**src/rtl/seq_scan_ctrl_if.sv**
```systemverilog
// Handshake and detector-side signal bundle for seq_scan_ctrl.
// The hit_mask signal exists only when HIT_MASK_EN is defined.
interface seq_scan_ctrl_if #(
   parameter int WIDTH = 16,
   parameter int CNT_W = $clog2(WIDTH + 1),
   parameter int IDX_W = $clog2(WIDTH)
);
   logic             start;
   logic [WIDTH-1:0] data_in;
   logic             busy;
   logic             done;
   logic [CNT_W-1:0] hit_count;
   logic [IDX_W-1:0] first_hit_idx;
   logic             first_hit_valid;
   logic             det_clr;
   logic             det_w;
   logic             det_z;
`ifdef HIT_MASK_EN
   logic [WIDTH-1:0] hit_mask;

   modport master (
      output start, data_in, det_z,
      input  busy, done, hit_count, first_hit_idx, first_hit_valid, det_clr, det_w, hit_mask
   );
   modport slave (
      input  start, data_in, det_z,
      output busy, done, hit_count, first_hit_idx, first_hit_valid, det_clr, det_w, hit_mask
   );
`else
   modport master (
      output start, data_in, det_z,
      input  busy, done, hit_count, first_hit_idx, first_hit_valid, det_clr, det_w
   );
   modport slave (
      input  start, data_in, det_z,
      output busy, done, hit_count, first_hit_idx, first_hit_valid, det_clr, det_w
   );
`endif
endinterface

```
**src/rtl/seq_scan_ctrl.sv**
```systemverilog
// Sequences a run-length detector over a WIDTH-bit word, LSB first, and reports hits.
// Optional HIT_MASK_EN adds a per-bit hit_mask output.
module seq_scan_ctrl #(
   parameter int WIDTH   = 16,
   parameter int DET_LAT = 1,
   parameter int CNT_W   = $clog2(WIDTH + 1),
   parameter int IDX_W   = $clog2(WIDTH)
) (
   input  logic           sys_clock,
   input  logic           sys_reset,
   seq_scan_ctrl_if.slave scan
);
   // r_seq runs once across SHIFT and DRAIN, so it doubles as the global sample cycle k
   localparam int SEQ_W = $clog2(WIDTH + DET_LAT);
   localparam logic [SEQ_W-1:0] LAST_SHIFT   = SEQ_W'(WIDTH - 1);
   localparam logic [SEQ_W-1:0] LAST_SEQ     = SEQ_W'(WIDTH + DET_LAT - 1);
   localparam logic [SEQ_W-1:0] FIRST_SAMPLE = SEQ_W'(DET_LAT);

   typedef enum logic [2:0] {S_IDLE, S_CLEAR, S_SHIFT, S_DRAIN, S_DONE} state_t;

   state_t           r_state;
   state_t           w_next_state;
   logic [WIDTH-1:0] r_shift;
   logic [SEQ_W-1:0] r_seq;
   logic [CNT_W-1:0] r_hit_count;
   logic [IDX_W-1:0] r_first_idx;
   logic             r_first_valid;
   logic             w_accept;
   logic             w_hit;
   logic [IDX_W-1:0] w_bit_idx;
   logic             w_busy;
   logic             w_done;
   logic             w_det_clr;
   logic             w_det_w;

   // NOTE: sequential state uses non-blocking assignments so every flop samples pre-edge values.
   always_ff @(posedge sys_clock) begin
      if (sys_reset) r_state <= S_IDLE;
      else           r_state <= w_next_state;
   end

   // NOTE: every output of this block gets a default first, so no path can infer a latch.
   always_comb begin
      w_next_state = r_state;
      w_busy       = 1'b1;
      w_done       = 1'b0;
      w_det_clr    = 1'b0;
      w_det_w      = 1'b0;
      case (r_state)
         S_IDLE: begin
            w_busy = 1'b0;
            if (scan.start) w_next_state = S_CLEAR;
         end
         S_CLEAR: begin
            w_det_clr    = 1'b1;
            w_next_state = S_SHIFT;
         end
         S_SHIFT: begin
            w_det_w = r_shift[0];
            if (r_seq == LAST_SHIFT) w_next_state = S_DRAIN;
         end
         S_DRAIN: begin
            if (r_seq == LAST_SEQ) w_next_state = S_DONE;
         end
         S_DONE: begin
            w_done       = 1'b1;
            w_next_state = S_IDLE;
         end
         default: w_next_state = S_IDLE;
      endcase
   end

   assign w_accept  = (r_state == S_IDLE) && scan.start;
   // The upper edge of the sampling window coincides with the last DRAIN cycle
   assign w_hit     = ((r_state == S_SHIFT) || (r_state == S_DRAIN)) &&
                      (r_seq >= FIRST_SAMPLE) && scan.det_z;
   assign w_bit_idx = IDX_W'(r_seq - FIRST_SAMPLE);

   always_ff @(posedge sys_clock) begin
      if (sys_reset) begin
         r_shift       <= '0;
         r_seq         <= '0;
         r_hit_count   <= '0;
         r_first_idx   <= '0;
         r_first_valid <= 1'b0;
      end else begin
         if (w_accept)                 r_shift <= scan.data_in;
         else if (r_state == S_SHIFT)  r_shift <= r_shift >> 1;

         if ((r_state == S_SHIFT) || (r_state == S_DRAIN)) r_seq <= r_seq + SEQ_W'(1);
         else                                              r_seq <= '0;

         if (w_accept) begin
            r_hit_count   <= '0;
            r_first_idx   <= '0;
            r_first_valid <= 1'b0;
         end else if (w_hit) begin
            r_hit_count <= r_hit_count + CNT_W'(1);
            if (!r_first_valid) begin
               r_first_idx   <= w_bit_idx;
               r_first_valid <= 1'b1;
            end
         end
      end
   end

`ifdef HIT_MASK_EN
   logic [WIDTH-1:0] r_hit_mask;

   always_ff @(posedge sys_clock) begin
      if (sys_reset)  r_hit_mask <= '0;
      else if (w_accept) r_hit_mask <= '0;
      else if (w_hit) r_hit_mask[w_bit_idx] <= 1'b1;
   end

   assign scan.hit_mask = r_hit_mask;
`endif

   assign scan.busy            = w_busy;
   assign scan.done            = w_done;
   assign scan.det_clr         = w_det_clr;
   assign scan.det_w           = w_det_w;
   assign scan.hit_count       = r_hit_count;
   assign scan.first_hit_idx   = r_first_idx;
   assign scan.first_hit_valid = r_first_valid;
endmodule

```
**src/flat_wrapper.sv**
```systemverilog
// flat-port wrapper written by rule: the top's interface ports become plain ports
module seq_scan_ctrl_flat 
#(
   parameter int WIDTH   = 16,
   parameter int DET_LAT = 1,
   parameter int CNT_W   = $clog2(WIDTH + 1),
   parameter int IDX_W   = $clog2(WIDTH)
)
  (sys_clock, sys_reset, scan_start, scan_data_in, scan_det_z, scan_busy, scan_done, scan_hit_count, scan_first_hit_idx, scan_first_hit_valid, scan_det_clr, scan_det_w);
  seq_scan_ctrl_if #(.WIDTH(WIDTH), .CNT_W(CNT_W), .IDX_W(IDX_W)) scan_i ();
  input  logic sys_clock;
  input  logic sys_reset;
  input wire logic [$bits(scan_i.start)-1:0] scan_start;
  input wire logic [$bits(scan_i.data_in)-1:0] scan_data_in;
  input wire logic [$bits(scan_i.det_z)-1:0] scan_det_z;
  output wire logic [$bits(scan_i.busy)-1:0] scan_busy;
  output wire logic [$bits(scan_i.done)-1:0] scan_done;
  output wire logic [$bits(scan_i.hit_count)-1:0] scan_hit_count;
  output wire logic [$bits(scan_i.first_hit_idx)-1:0] scan_first_hit_idx;
  output wire logic [$bits(scan_i.first_hit_valid)-1:0] scan_first_hit_valid;
  output wire logic [$bits(scan_i.det_clr)-1:0] scan_det_clr;
  output wire logic [$bits(scan_i.det_w)-1:0] scan_det_w;
  assign scan_i.start = scan_start;
  assign scan_i.data_in = scan_data_in;
  assign scan_i.det_z = scan_det_z;
  assign scan_busy = scan_i.busy;
  assign scan_done = scan_i.done;
  assign scan_hit_count = scan_i.hit_count;
  assign scan_first_hit_idx = scan_i.first_hit_idx;
  assign scan_first_hit_valid = scan_i.first_hit_valid;
  assign scan_det_clr = scan_i.det_clr;
  assign scan_det_w = scan_i.det_w;
  seq_scan_ctrl #(.WIDTH(WIDTH), .DET_LAT(DET_LAT), .CNT_W(CNT_W), .IDX_W(IDX_W)) u_core (.sys_clock(sys_clock), .sys_reset(sys_reset), .scan(scan_i));
endmodule
```
**config.mk**
```make
export PLATFORM = sky130hd
export DESIGN_NAME = seq_scan_ctrl_flat
export DESIGN_NICKNAME = d
export VERILOG_FILES = /design/src/rtl/seq_scan_ctrl_if.sv /design/src/rtl/seq_scan_ctrl.sv /design/src/flat_wrapper.sv
export SDC_FILE = /design/constraint.sdc
export NUM_CORES = 1
export LEC_CHECK = 0
export CORE_UTILIZATION = 60
export CTS_CLUSTER_SIZE = 12
export DETAILED_ROUTE_END_ITERATION = 12
export DONT_BUFFER_PORTS = 1
export MAX_ROUTING_LAYER = met4
export PLACE_DENSITY = 0.77
export SYNTH_ARGS = -nofsm -noshare
export SYNTH_HDL_FRONTEND = slang
export SYNTH_SLANG_ARGS = --single-unit
```
**constraint.sdc**
```tcl
create_clock -name sys_clock -period 2.3 [get_ports sys_clock]
set_clock_uncertainty 0.2 [all_clocks]
set_input_delay 0.345 -clock sys_clock [delete_from_list [all_inputs] [get_ports sys_clock]]
set_output_delay 0.345 -clock sys_clock [all_outputs]
set_load 0.02 [all_outputs]
```
Word-level counts from Yosys, hierarchy flattened
Index checks and enable logic that the tools add are counted.
- magnitude comparators: 1
- muxes and demuxes: 10
- bitwise operators: 2
- reductions and logical operators: 10
- add/subtract/negate cells: 3
- eq/ne operators: 9
- operators by type and width (kind ; count):
    16-bit 2-to-1 mux ; 2
    3-bit one-hot mux with 4 select lines ; 1
    5-bit by 1-bit adder with 5-bit output (second input constant) ; 2
    3-bit 2-to-1 mux ; 3
    3-bit by 2-bit == test with 1-bit output (second input constant) ; 2
    5-bit by 4-bit == test with 1-bit output (second input constant) ; 1
    5-bit == test (second input constant) ; 1
    5-bit by 1-bit greater-or-equal comparator with 1-bit output (second input constant) ; 1
    1-bit 2-to-1 mux ; 4
    2-bit by 1-bit inequality test with 1-bit output (second input constant) ; 2
    2-bit OR reduction ; 2
    4-bit by 1-bit subtractor with 4-bit output (second input constant) ; 1
    3-bit by 1-bit == test with 1-bit output (second input constant) ; 1
    3-bit == test (second input constant) ; 1
    1-bit logical AND ; 3
    3-bit zero test ; 1
    3-bit AND reduction ; 1
    2-bit inequality test (second input constant) ; 1
    1-bit NOT ; 2
    2-bit AND reduction ; 1
    2-bit nonzero test ; 1
    1-bit logical OR ; 1
- register bits after elaboration: 34
- input port bits: 20
- word-level logic and storage cells: 41

Longest topological paths before layout
- depth after elaboration: 5
- gate-level depth with buffers: 6
- mapped depth without buffers: 6

Worst setup path before layout
No wires, ideal clock.
- path kind: register to output
- from: register u_core.r_state[1]
- to: output scan_det_w
- cell stages (with the launch flop): 5
- data arrival time: 1229 ps
- buffers on the path: 2
- path slack: 526 ps
- cell sequence: dfxtp_1 -> buf_6 -> nor3b_4 -> buf_2 -> and2_1
- word-level cells in the longest chain between the ends: 2
- RTL lines (what ; RTL line ; RTL):
    start: declaration ; seq_scan_ctrl.sv:21 ; state_t r_state;
    start signal: assignment ; seq_scan_ctrl.sv:39 ; else r_state <= w_next_state;
    3-bit by 2-bit == test with 1-bit output ; seq_scan_ctrl.sv:49 ; case (r_state)
    1-bit 2-to-1 mux ; seq_scan_ctrl.sv:49 ;
    end: declaration ; flat_wrapper.sv:22 ; output wire logic [$bits(scan_i.det_w)-1:0] scan_det_w;
No other way between the ends.

Worst setup path after layout
Same ends and word-level chain as after synthesis.

==> impl_metrics.yaml <==
outcome:
  status: "complete, but fails checks"
  violations: "negative hold slack"
sta:
  min_period_ns: 2.13
  finalHoldViolations: 1
  setup_viol: 0
  max_slew_margin_pct: 56.6
  tightestPinTransition_ns: 0.648
  final-max-slew-violation-count: 0
  rsz0062_at_grt: "no"
  hold_slack_ns: -0.00168
  timing.setup.tns_ns: 0
  max_freq_mhz: 470
  period_share_pct: 92.6
clock_tree:
  ctsResizeCount: 0
  clock-sinks: 34
  ctsRootBufferMaster: "clkbuf_4"
  clock_latency_ns: 0.34
  cts.path.max_buffers: 2
  clk_pin_slew_ns: 0.11
  cts_tree: "yes"
  cts_made_buffers: 5
  htree_levels: 2
yosys:
  synth-main-ff-cell: "dfxtp_1"
  async_reset_ff_share_pct: 0
  synth.most_common_cell: "dfxtp_1"
  ys_top_cells_by_area: "dfxtp_1 44%, a22oi_1 6.7%, nor2_1 5.1%"
  yosys_warnings: 0
  syn_avg_cell_area_um2: 9.56
  synth_top_area_share_pct: 43.7
  synth_enable_flop_cells: 0
  synth.distinct_cells: 36
  syn_area_um2: 1560
  postSynthCellCount: 163
  syn_nets: 189
  yosys.area.top_type: "dfxtp_1"
  synthTopCellsByCount: "34 x dfxtp_1, 21 x nor2_1, 15 x a21oi_1"
  yosysSeqAreaShare_pct: 43.7
  synth_seq_cells: 34
floorplanning:
  die_w_um: 53.0
  dieArea_um2: 2800
  fp-row-count: 18
  initial_core_util_pct: 63.5
  io_pins: 34
  die_h_um: 53.0
  coreArea_um2: 2450
detailed_routing:
  drt_wl_total_um: 3140
  vias: 1228
  wl_per_cell_um: 15.1
  drtPass1Iterations: 4
  drt_iter0_markers: 17
  route.detailed.drc: 0
  postRouteAntennaNets: 0
  viasPerCell: 5.90
final_layout:
  fillers: 192
  drive_gt1_share_pct: 13.5
  post-route-util_pct: 72.3
  antenna_cells: 0
  post-route-cell-area_um2: 1780
  synthToLayoutAreaGrowth_pct: 14.0
  nNetsFinal: 204
placement:
  io_buffer_count: 0
  placed_area_um2: 1540
  gp_congestion: 0.738
  hpwl_um: 2000
min_path:
  min_path_type: "in -> reg"
power_and_ir_drop:
  clkPwrFrac_pct: 36.5
  intPower_uw: 936
  combinationalPowerShare_pct: 11.9
  swShare_pct: 24.5
  p_total_mw: 1.24
  seq_power_share_pct: 51.6
  p_per_area_nw_per_um2: 698
  power_leakage_nw: 0.664
  p_switching_uw: 303
  peakVddDrop_uv: 597
setup_path:
  cp-start-kind: "register"
  critPathTopFamily: "simple AND/OR/NAND/NOR gates"
  critPathKind: "reg -> out"
  arrival_ns: 1.58
  cpMaxStageDelayCell: "dfxtp_1"
  crit_path_end_kind: "primary output"
  crit_fanout: 10
  max_stage_delay_ns: 0.57
  crit_chain: "nor3b_4 -> and2_1"
  crit_buf_inv: 0
  worstPathRequired_ns: 1.75
global_routing:
  grt_pass1_vias: 1125
  grt.overflow.total: 0
  grt_pass1_wl_um: 4660
  grt_util_all_layers_pct: 24.2
  antenna_found_initial: 0
  grt_max_degree: 19
flow_run:
  drv_cap: 0
[path summary, 6_finish.rpt]
check                          from           endpoint  slack, ns  cells after the start
setup / recovery  u_core.r_state[1]         scan_det_w       0.17                      2
hold / removal      scan_data_in[1]  u_core.r_shift[1]     -0.002                      2
setup reg to reg  u_core.r_state[1]  u_core.r_shift[0]       0.35                      5
hold reg to reg   u_core.r_shift[4]  u_core.r_shift[4]       0.27                      2
[flip-flops by register name, indices dropped and copies added (netlist names)]
register                     cells
u_core.r_shift                  16
u_core.r_seq                     5
u_core.scan.hit_count            5
u_core.r_state                   3
u_core.scan.first_hit_valid      1
u_core.scan.first_hit_idx        4
[per-layer routing]
layer	track usage (%)	routed length, um	up-vias
met4	14.0	68	0
li1	-	-	602
met2	40.3	1610	21
met5	-	0	-
met3	7.18	126	8
met1	25.1	1340	597
[stage by stage]
step	cells	setup slack (ns)
after global routing	208	0.0564
final	208	0.170
after global placement	185	0.535
after detailed placement	185	0.442
after CTS	206	0.108
after floorplan	163	0.526
[layout by cell type, fill, tap and decap left out, drive strengths merged, types with 2 or more instances in the layout]
cell type,synthesis,routed
dlygate4sd3,0,14
or3b,2,2
mux2i,2,2
nand2,14,14
xnor2,6,6
inv,6,6
nor4,2,2
a21oi,15,15
dfxtp,34,34
a22oi,15,15
nand3,3,3
nor3b,2,2
and2,2,2
buf,8,5
a211oi,8,8
nor2,23,23
clkbuf,3,6
ha,6,6
[logic make-up after synthesis]
kind of cell / share of synthesized area, %
compound gates: 18.7
flops: 43.7
xor+xnor: 3.94
mux: 2.01
buf+inv: 6.51
fa+ha+maj: 4.82
simple gates: 20.3
[what timing repair did]
action,4_1_cts,5_1_grt
setup buffers,0,2
endpoints found under the hold margin,18,0
hold buffers,14,0
endpoints found under the setup margin,0,1
[power groups by stage]
stage | Combinational (mW) | Clock (mW) | Sequential [mW]
2_1_floorplan | 0.120 | 0 | 0.641
6_report | 0.148 | 0.452 | 0.639
5_1_grt | 0.160 | 0.484 | 0.643
4_1_cts | 0.141 | 0.458 | 0.639
3_3_place_gp | 0.112 | 0 | 0.650
3_5_place_dp | 0.117 | 0 | 0.653
[final cells by class]
type	count	area [um2]	area share, %
clock buffers	6	51.3	2.89
well taps	30	37.5	2.11
clock inverters	1	30.0	1.69
repair buffers	19	178	10.0
flip-flops and latches	34	681	38.3
inverters	6	22.5	1.27
multi-input cells	112	776	43.7
[worst register-to-register path, stage by stage, from the launching register on]
cell	delay, ns
dfxtp_1	0.57
nor3b_4	0.38
buf_4	0.18
mux2_2	0.32
mux2i_1	0.13
nor2_1	0.06
No activity file was read; power rests on OpenSTA's default activity.
